==> config.mk <==
export PLATFORM = sky130hd
export DESIGN_NAME = emu_scan_ctrl
export DESIGN_NICKNAME = d
export VERILOG_FILES = /design/src/rtl/emu_pkg.sv /design/src/rtl/emu_scan_counter.sv /design/src/rtl/emu_scan_ctrl.sv
export SDC_FILE = /design/constraint.sdc
export NUM_CORES = 1
export LEC_CHECK = 0
export BUFFER_PORTS_ARGS = -buffer_cell sky130_fd_sc_hd__clkbuf_2
export CORE_AREA = 2 2 153 155
export CTS_BUF_LIST = sky130_fd_sc_hd__clkbuf_8
export DETAILED_ROUTE_END_ITERATION = 10
export DIE_AREA = 0 0 155 157
export HOLD_SLACK_MARGIN = 0.08
export PLACE_DENSITY = 0.36
export SLEW_MARGIN = 20
export SYNTH_ARGS = -nofsm -noshare
export SYNTH_HDL_FRONTEND = slang
export SYNTH_SLANG_ARGS = --single-unit
export TNS_END_PERCENT = 50
==> constraint.sdc <==
create_clock -name clk -period 2.8 [get_ports clk]
set_clock_uncertainty 0.15 [all_clocks]
set_input_delay 0.28 -clock clk [delete_from_list [all_inputs] [get_ports clk]]
set_output_delay 0.28 -clock clk [all_outputs]
set_load 0.005 [all_outputs]
==> src/rtl/emu_pkg.sv <==
// Shared definitions for the emulator scan controller: FSM states, command
// encodings and the scan word width.
package emu_pkg;

  localparam int SCAN_W = 64;

  typedef enum logic [2:0] {
    S_IDLE      = 3'd0,
    S_SETTLE    = 3'd1,
    S_FF_SHIFT  = 3'd2,
    S_RAM_SHIFT = 3'd3,
    S_FIN       = 3'd4
  } scan_state_e;

  typedef enum logic {
    OP_SAVE = 1'b0,
    OP_LOAD = 1'b1
  } scan_op_e;

  function automatic int max_int(input int a, input int b);
    return (a > b) ? a : b;
  endfunction

endpackage

==> src/rtl/emu_scan_counter.sv <==
// Word counter for the scan controller: counts handshakes and flags when the
// current word is the last one of the active chain.
module emu_scan_counter #(
  parameter int WIDTH = 3
) (
  input  logic             clk_i,
  input  logic             rst_i,
  input  logic             clr_i,
  input  logic             inc_i,
  input  logic [WIDTH-1:0] last_idx_i,
  output logic             last_o
);

  logic [WIDTH-1:0] count_q;

  // Clear wins over increment so the final handshake of a chain leaves the
  // counter at zero, ready for the next chain.
  always_ff @(posedge clk_i) begin
    if (rst_i || clr_i) begin
      count_q <= '0;
    end else if (inc_i) begin
      count_q <= count_q + WIDTH'(1);
    end
  end

  assign last_o = (count_q == last_idx_i);

endmodule

==> src/rtl/emu_scan_ctrl.sv <==
// Scan controller: halts the emulated DUT and streams its flip-flop chain and
// then its RAM chain out to (save) or in from (load) the host, word by word.
module emu_scan_ctrl
  import emu_pkg::*;
#(
  parameter int FF_WORDS  = 4,
  parameter int RAM_WORDS = 8
) (
  input  logic              clk,
  input  logic              rst,
  input  logic              halt_req,
  input  logic              cmd_valid,
  output logic              cmd_ready,
  input  logic              cmd_op,
  output logic              odata_valid,
  input  logic              odata_ready,
  output logic [SCAN_W-1:0] odata,
  input  logic              idata_valid,
  output logic              idata_ready,
  input  logic [SCAN_W-1:0] idata,
  output logic              busy,
  output logic              done,
  output logic              emu_halt,
  output logic              ff_scan,
  output logic [SCAN_W-1:0] ff_sdi,
  input  logic [SCAN_W-1:0] ff_sdo,
  output logic              ram_scan,
  output logic              ram_dir,
  output logic [SCAN_W-1:0] ram_sdi,
  input  logic [SCAN_W-1:0] ram_sdo
);

  localparam int CW = $clog2(max_int(FF_WORDS, RAM_WORDS) + 1);
  localparam logic [CW-1:0] FF_LAST  = CW'(FF_WORDS - 1);
  localparam logic [CW-1:0] RAM_LAST = CW'((RAM_WORDS > 0) ? RAM_WORDS - 1 : 0);
  localparam bit HAS_RAM = (RAM_WORDS > 0);

  scan_state_e state_q;
  scan_op_e    op_q;
  logic        busy_q;
  logic        done_q;
  logic        cmd_ready_q;

  logic          hs;
  logic          cnt_last;
  logic [CW-1:0] cnt_limit;

  // Control FSM; busy/done/cmd_ready are registered alongside the state so
  // they change only on the clock edge that enters the matching state.
  always_ff @(posedge clk) begin
    if (rst) begin
      state_q     <= S_IDLE;
      op_q        <= OP_SAVE;
      busy_q      <= 1'b0;
      done_q      <= 1'b0;
      cmd_ready_q <= 1'b1;
    end else begin
      case (state_q)
        S_IDLE: begin
          if (cmd_valid) begin
            op_q        <= scan_op_e'(cmd_op);
            state_q     <= S_SETTLE;
            busy_q      <= 1'b1;
            cmd_ready_q <= 1'b0;
          end
        end
        S_SETTLE: begin
          state_q <= S_FF_SHIFT;
        end
        S_FF_SHIFT: begin
          if (hs && cnt_last) begin
            if (HAS_RAM) begin
              state_q <= S_RAM_SHIFT;
            end else begin
              state_q <= S_FIN;
              done_q  <= 1'b1;
            end
          end
        end
        S_RAM_SHIFT: begin
          if (hs && cnt_last) begin
            state_q <= S_FIN;
            done_q  <= 1'b1;
          end
        end
        S_FIN: begin
          state_q     <= S_IDLE;
          done_q      <= 1'b0;
          busy_q      <= 1'b0;
          cmd_ready_q <= 1'b1;
        end
        default: begin
          state_q     <= S_IDLE;
          op_q        <= OP_SAVE;
          busy_q      <= 1'b0;
          done_q      <= 1'b0;
          cmd_ready_q <= 1'b1;
        end
      endcase
    end
  end

  // Scan enables follow the host handshake directly, so a stalled host
  // freezes the chain. Saving the FF chain feeds the head word back in as a
  // rotation, leaving the DUT state intact after a full pass.
  always_comb begin
    odata_valid = 1'b0;
    odata       = '0;
    idata_ready = 1'b0;
    ff_scan     = 1'b0;
    ff_sdi      = '0;
    ram_scan    = 1'b0;
    ram_dir     = 1'b0;
    ram_sdi     = '0;
    cnt_limit   = FF_LAST;
    case (state_q)
      S_FF_SHIFT: begin
        if (op_q == OP_SAVE) begin
          odata_valid = 1'b1;
          odata       = ff_sdo;
          ff_scan     = odata_ready;
          ff_sdi      = ff_sdo;
        end else begin
          idata_ready = 1'b1;
          ff_scan     = idata_valid;
          ff_sdi      = idata;
        end
      end
      S_RAM_SHIFT: begin
        cnt_limit = RAM_LAST;
        ram_dir   = (op_q == OP_LOAD);
        if (op_q == OP_SAVE) begin
          odata_valid = 1'b1;
          odata       = ram_sdo;
          ram_scan    = odata_ready;
        end else begin
          idata_ready = 1'b1;
          ram_scan    = idata_valid;
          ram_sdi     = idata;
        end
      end
      default: begin
      end
    endcase
  end

  assign hs = ff_scan | ram_scan;

  emu_scan_counter #(
    .WIDTH(CW)
  ) u_counter (
    .clk_i      (clk),
    .rst_i      (rst),
    .clr_i      (hs & cnt_last),
    .inc_i      (hs),
    .last_idx_i (cnt_limit),
    .last_o     (cnt_last)
  );

  assign busy      = busy_q;
  assign done      = done_q;
  assign cmd_ready = cmd_ready_q;
  assign emu_halt  = halt_req | busy_q;

endmodule

; Word level (Yosys, flattened, before mapping)
; Index checks and enable logic that the tools add are counted.
[totals]
register_bits = 11
in_bits = 199
[classes]
add_sub_neg = 1
eq_ne = 8
n_mux = 28
bitwise_logic = 6
reduce_logical = 11
[ops]
columns = op, n
row1 = 64-bit 2-to-1 mux, 6
row2 = 64-bit one-hot mux with 2 select lines, 1
row3 = 1-bit 2-to-1 mux, 12
row4 = 3-bit 2-to-1 mux, 4
row5 = 3-bit one-hot mux with 4 select lines, 1
row6 = 1-bit one-hot mux with 2 select lines, 4
row7 = "3-bit by 2-bit equality test with 1-bit output, second input constant", 2
row8 = "2-bit != test, second input constant", 3
row9 = 2-bit AND reduction, 3
row10 = 3-bit OR reduction, 2
row11 = "4-bit by 1-bit adder with 4-bit output, second input constant", 1
row12 = 4-bit by 3-bit equality test with 1-bit output, 1
row13 = 4-bit OR reduction, 1
row14 = "3-bit by 1-bit equality test with 1-bit output, second input constant", 1
row15 = "3-bit equality test, second input constant", 1
row16 = 3-bit zero test, 1
row17 = 1-bit NOT, 3
row18 = 3-bit AND reduction, 1
row19 = 1-bit bitwise OR, 2
row20 = 2-bit OR reduction, 1
row21 = 1-bit bitwise AND, 1
row22 = 1-bit logical AND, 1
row23 = 1-bit logical OR, 1

; Depth between registers and ports, before layout
[depth]
depth_word = 6
depth_mapped = 5

; By module
; A second synthesis with hierarchy kept.
[hier_totals]
hier_cells = 364
area_unflattened_um2 = 2713.9
[modules_own_cells]
columns = module, n_inst, cells_each, area_per_inst_um2
row1 = emu_scan_ctrl, 1, 342, 2494.9
row2 = emu_scan_counter, 1, 22, 219.0

; Worst setup path after synthesis
; No wires, ideal clock.
[synth_timing]
path_type = register -> output
startpoint = register state_q[2]
endpoint = output port odata[0]
t_arrival_ps = 1346
t_required_ps = 2370
slack_ps = 1024
stages_incl_launch_ff = 6
path_buffers = 2
cell_sequence = dfxtp_1 > buf_2 > or3b_4 > nor2_8 > buf_6 > a22o_1
[synth_between]
elab_chain_len = 2
elab_cells_between_ends = 3
cone_classes = 2 x eq/ne / 1 x mux
[synth_lines]
columns = element, line_no
row1 = start: declaration, emu_scan_ctrl.sv:38  ; scan_state_e state_q;
row2 = start signal: assignment, emu_scan_ctrl.sv:52  ; state_q <= S_IDLE;
row3 = start signal: assignment, emu_scan_ctrl.sv:62  ; state_q <= S_SETTLE;
row4 = start signal: assignment, emu_scan_ctrl.sv:68  ; state_q <= S_FF_SHIFT;
row5 = 3-bit by 2-bit equality test with 1-bit output, emu_scan_ctrl.sv:116  ; case (state_q)
row6 = 64-bit one-hot mux with 2 select lines (*), emu_scan_ctrl.sv:116
row7 = end: declaration, emu_scan_ctrl.sv:17  ; output logic [SCAN_W-1:0] odata,
; Every way passes the cells marked *; elsewhere a longest branch is shown, timed or not.

; Final worst setup path
[layout_timing]
startpoint = register state_q[1]
endpoint = output port odata[40]
; The elaborated chain is that of the path after synthesis.

==> flow_metrics.py <==
metrics = {
    "setup_path": {
        "cp-start-kind": "flip-flop",
        "crit_required_ns": 2.37,
        "worstSetupEndpointType": "output port",
        "slowest_delay_ns": 0.44,
        "regToRegSetupSlack_ns": 0.91,
        "crit_chain": "or3b_4 > nor2_8 > buf_4 > a22o_1 > clkbuf_2",
        "ff2ff_path_depth": 4,
        "path_class": "flip-flop to output port",
        "reg2reg_from": "u_counter.count_q[0]$_SDFFE_PP0P_",
        "reg2reg_to": "state_q[0]$_SDFFE_PP0P_",
        "crit_fanout": 35,
        "cp_slowest_cell": "or3b_4",
        "arrival_ns": 1.98,
        "critPathLaunch": "state_q[1]$_SDFFE_PP0P_",
        "critPathCapture": "odata[40]",
    },
    "floorplanning": {
        "die_area_mm2": 0.0243,
        "coreArea_mm2": 0.0225,
        "rows": 55,
        "io_pins": 400,
        "die_w_um": 155,
        "die_h_um": 157,
        "start_util_pct": 12.1,
    },
    "logic_synthesis": {
        "seq_area_frac_synth_pct": 8.11,
        "synth_seq_cells": 11,
        "syn_inst": 369,
        "syn_nets": 569,
        "synth_top_area_share_pct": 24.7,
        "synth_area_leaders": "mux2i_1 25%, a22o_1 21%, and3_1 15%",
        "synth_edf_count": 0,
        "syn_area_per_cell_um2": 7.36,
        "ys_types": 42,
        "netlist_area_mm2": 0.00272,
        "yosysTopAreaCell": "mux2i_1",
        "synthFlopType": "dfxtp_1",
        "ys_warn_count": 0,
        "async_reset_ff_share_pct": 0,
    },
    "placement": {
        "place_hpwl_um": 14300,
        "io_buffers": 399,
        "gp_congestion": 0.800,
        "postPlaceCellArea_mm2": 0.00496,
        "dpl_worst_slack_ns": 0.671,
        "dp_cells": 1019,
    },
    "worst_hold_path": {
        "hold-path-cell-count": 2,
        "hold_class": "primary input to flip-flop",
    },
    "drt": {
        "firstDrtPassIters": 4,
        "wirelength_um": 17700,
        "avgRoutedWirePerCell_um": 17.3,
        "final_antenna_net_count": 0,
        "num_vias": 4286,
        "dr.first_iter.drc_count": 284,
        "drc": 0,
        "viasPerCell": 4.19,
    },
    "global_routing": {
        "grtUsageMet2_pct": 23.4,
        "grt_pass1_vias": 4026,
        "use_met3_pct": 1.32,
        "grt_max_degree": 66,
        "grt_usage_pct": 12.9,
        "grt_overflow": 0,
        "busiest_layer": "met2",
        "antenna_found_initial": 1,
        "grt_pass1_wl_um": 24800,
        "grt_util_met1_pct": 17.0,
    },
    "sta": {
        "post-route-period-util_pct": 86.2,
        "tns_ns": 0,
        "tightest_slew_ns": 0.781,
        "rsz0062_at_grt": "no",
        "max_freq_mhz": 414,
        "final.min_clock_period_ns": 2.41,
        "slew_violations": 0,
        "max-slew-margin-rel_pct": 48.0,
        "holdWs_ns": 0.278,
        "setup_violations": 0,
        "hold_viol_final": 0,
        "layout_setup_ws_ns": 0.387,
    },
    "clocking": {
        "clk_latency_ns": 0.24,
        "cts_buffer_depth": 2,
        "cts_resized": 0,
        "cts_buffers": 3,
        "clock-sinks": 11,
        "clkTransAtPathRegs_ns": 0.05,
        "htree_levels": 1,
        "cts_tree": "done",
        "post-cts-setup-buffers": 0,
        "cts_hold_buf": 0,
        "cts-root-buf": "clkbuf_8",
    },
    "run": {
        "drv_cap": 0,
    },
    "layout": {
        "finalNonFillerCells": 1024,
        "area_growth_pct": 84.3,
        "fin_area_mm2": 0.00501,
        "final_core_util_pct": 22.2,
        "nNetsFinal": 939,
        "drive_gt1_share_pct": 57.2,
    },
    "outcome": {
        "status": "complete, no violations",
    },
    "power": {
        "power_density_mw_per_mm2": 190,
        "p_leak_nw": 2.94,
        "totalPowerFinal_mw": 0.951,
        "ir_worst_vdd_v": 0.000134,
    },
}
## per-layer routing
| layer | vias up | routed length [um] |
|---|---|---|
| li1 | 2123 | - |
| met1 | 1968 | 7680 |
| met4 | 0 | 49 |
| met5 | - | 0 |
| met3 | 7 | 957 |
| met2 | 188 | 9020 |
## placed cells by master (no fill, tap or decap), drive strengths merged, types with 3 or more instances in the layout
cell type	n
a22o	64
and2	4
and3	66
buf	11
clkbuf	402
dfxtp	11
inv	3
mux2i	67
nand2b	4
nor2	69
nor3	3
o21ai	3
or3b	3
## where the power goes
| group | internal [mW] | total (mW) | leakage, nW | switching, mW |
|---|---|---|---|---|
| Combinational | 0.300 | 0.611 | 2.82 | 0.311 |
| Clock | 0.0966 | 0.161 | 0.0269 | 0.0640 |
| Sequential | 0.164 | 0.179 | 0.0905 | 0.0155 |
## state kept, by name (all words and copies together), names as in the netlist
signal / count
cmd_ready: 1
busy: 1
state_q: 3
op_q: 1
u_counter.count_q: 4
done: 1
## worst max-delay path: cells and delay by family (launching register included)
| kind | cells | cell delay, ns |
|---|---|---|
| buffers and inverters | 2 | 0.52 |
| AO/OA/AOI/OAI | 1 | 0.22 |
| AND/OR/NAND/NOR | 2 | 0.53 |
| flip-flops | 1 | 0.41 |
## worst min path at each step
| stage | slack [ns] | from | to |
|---|---|---|---|
| floorplan | 0.30 | rst | u_counter.count_q[3]$_SDFFE_PP0P_ |
| global placement | 0.31 | cmd_ready$_SDFFE_PP1P_ | cmd_ready$_SDFFE_PP1P_ |
| detailed placement | 0.30 | cmd_ready$_SDFFE_PP1P_ | cmd_ready$_SDFFE_PP1P_ |
| CTS | 0.29 | rst | op_q$_SDFFE_PP0P_ |
| global route | 0.32 | rst | op_q$_SDFFE_PP0P_ |
| finish | 0.28 | rst | op_q$_SDFFE_PP0P_ |
## logic make-up after synthesis
group | count (synthesis) | share of synthesized area, %
buffers and inverters | 47 | 9.21
DFF | 11 | 8.11
muxes | 68 | 25.1
AOI/OAI and AO/OA | 76 | 23.7
adders and majority gates | 1 | 0.461
and+or+nand+nor | 166 | 33.4
## cells in the mapped netlist, types with 3 or more instances
| cell type | number |
|---|---|
| clkbuf_1 | 15 |
| buf_1 | 3 |
| o21ai_0 | 3 |
| nor2_1 | 68 |
| mux2i_1 | 67 |
| a22o_1 | 64 |
| and2_1 | 4 |
| nand2b_1 | 4 |
| buf_6 | 6 |
| dfxtp_1 | 11 |
| buf_2 | 19 |
| and3_1 | 66 |
## area by class of cell
| cell class | count | area, um2 |
|---|---|---|
| fillers | 2576 | 17500 |
| repair buffers | 410 | 2120 |
| well taps | 285 | 357 |
| flip-flops and latches | 11 | 224 |
| multi-input cells | 311 | 2250 |
| clock inverters | 1 | 3.75 |
| inverters | 2 | 7.51 |
| diodes | 1 | 2.50 |
| clock buffers | 3 | 41.3 |
Power figures use the tool's default switching activity.
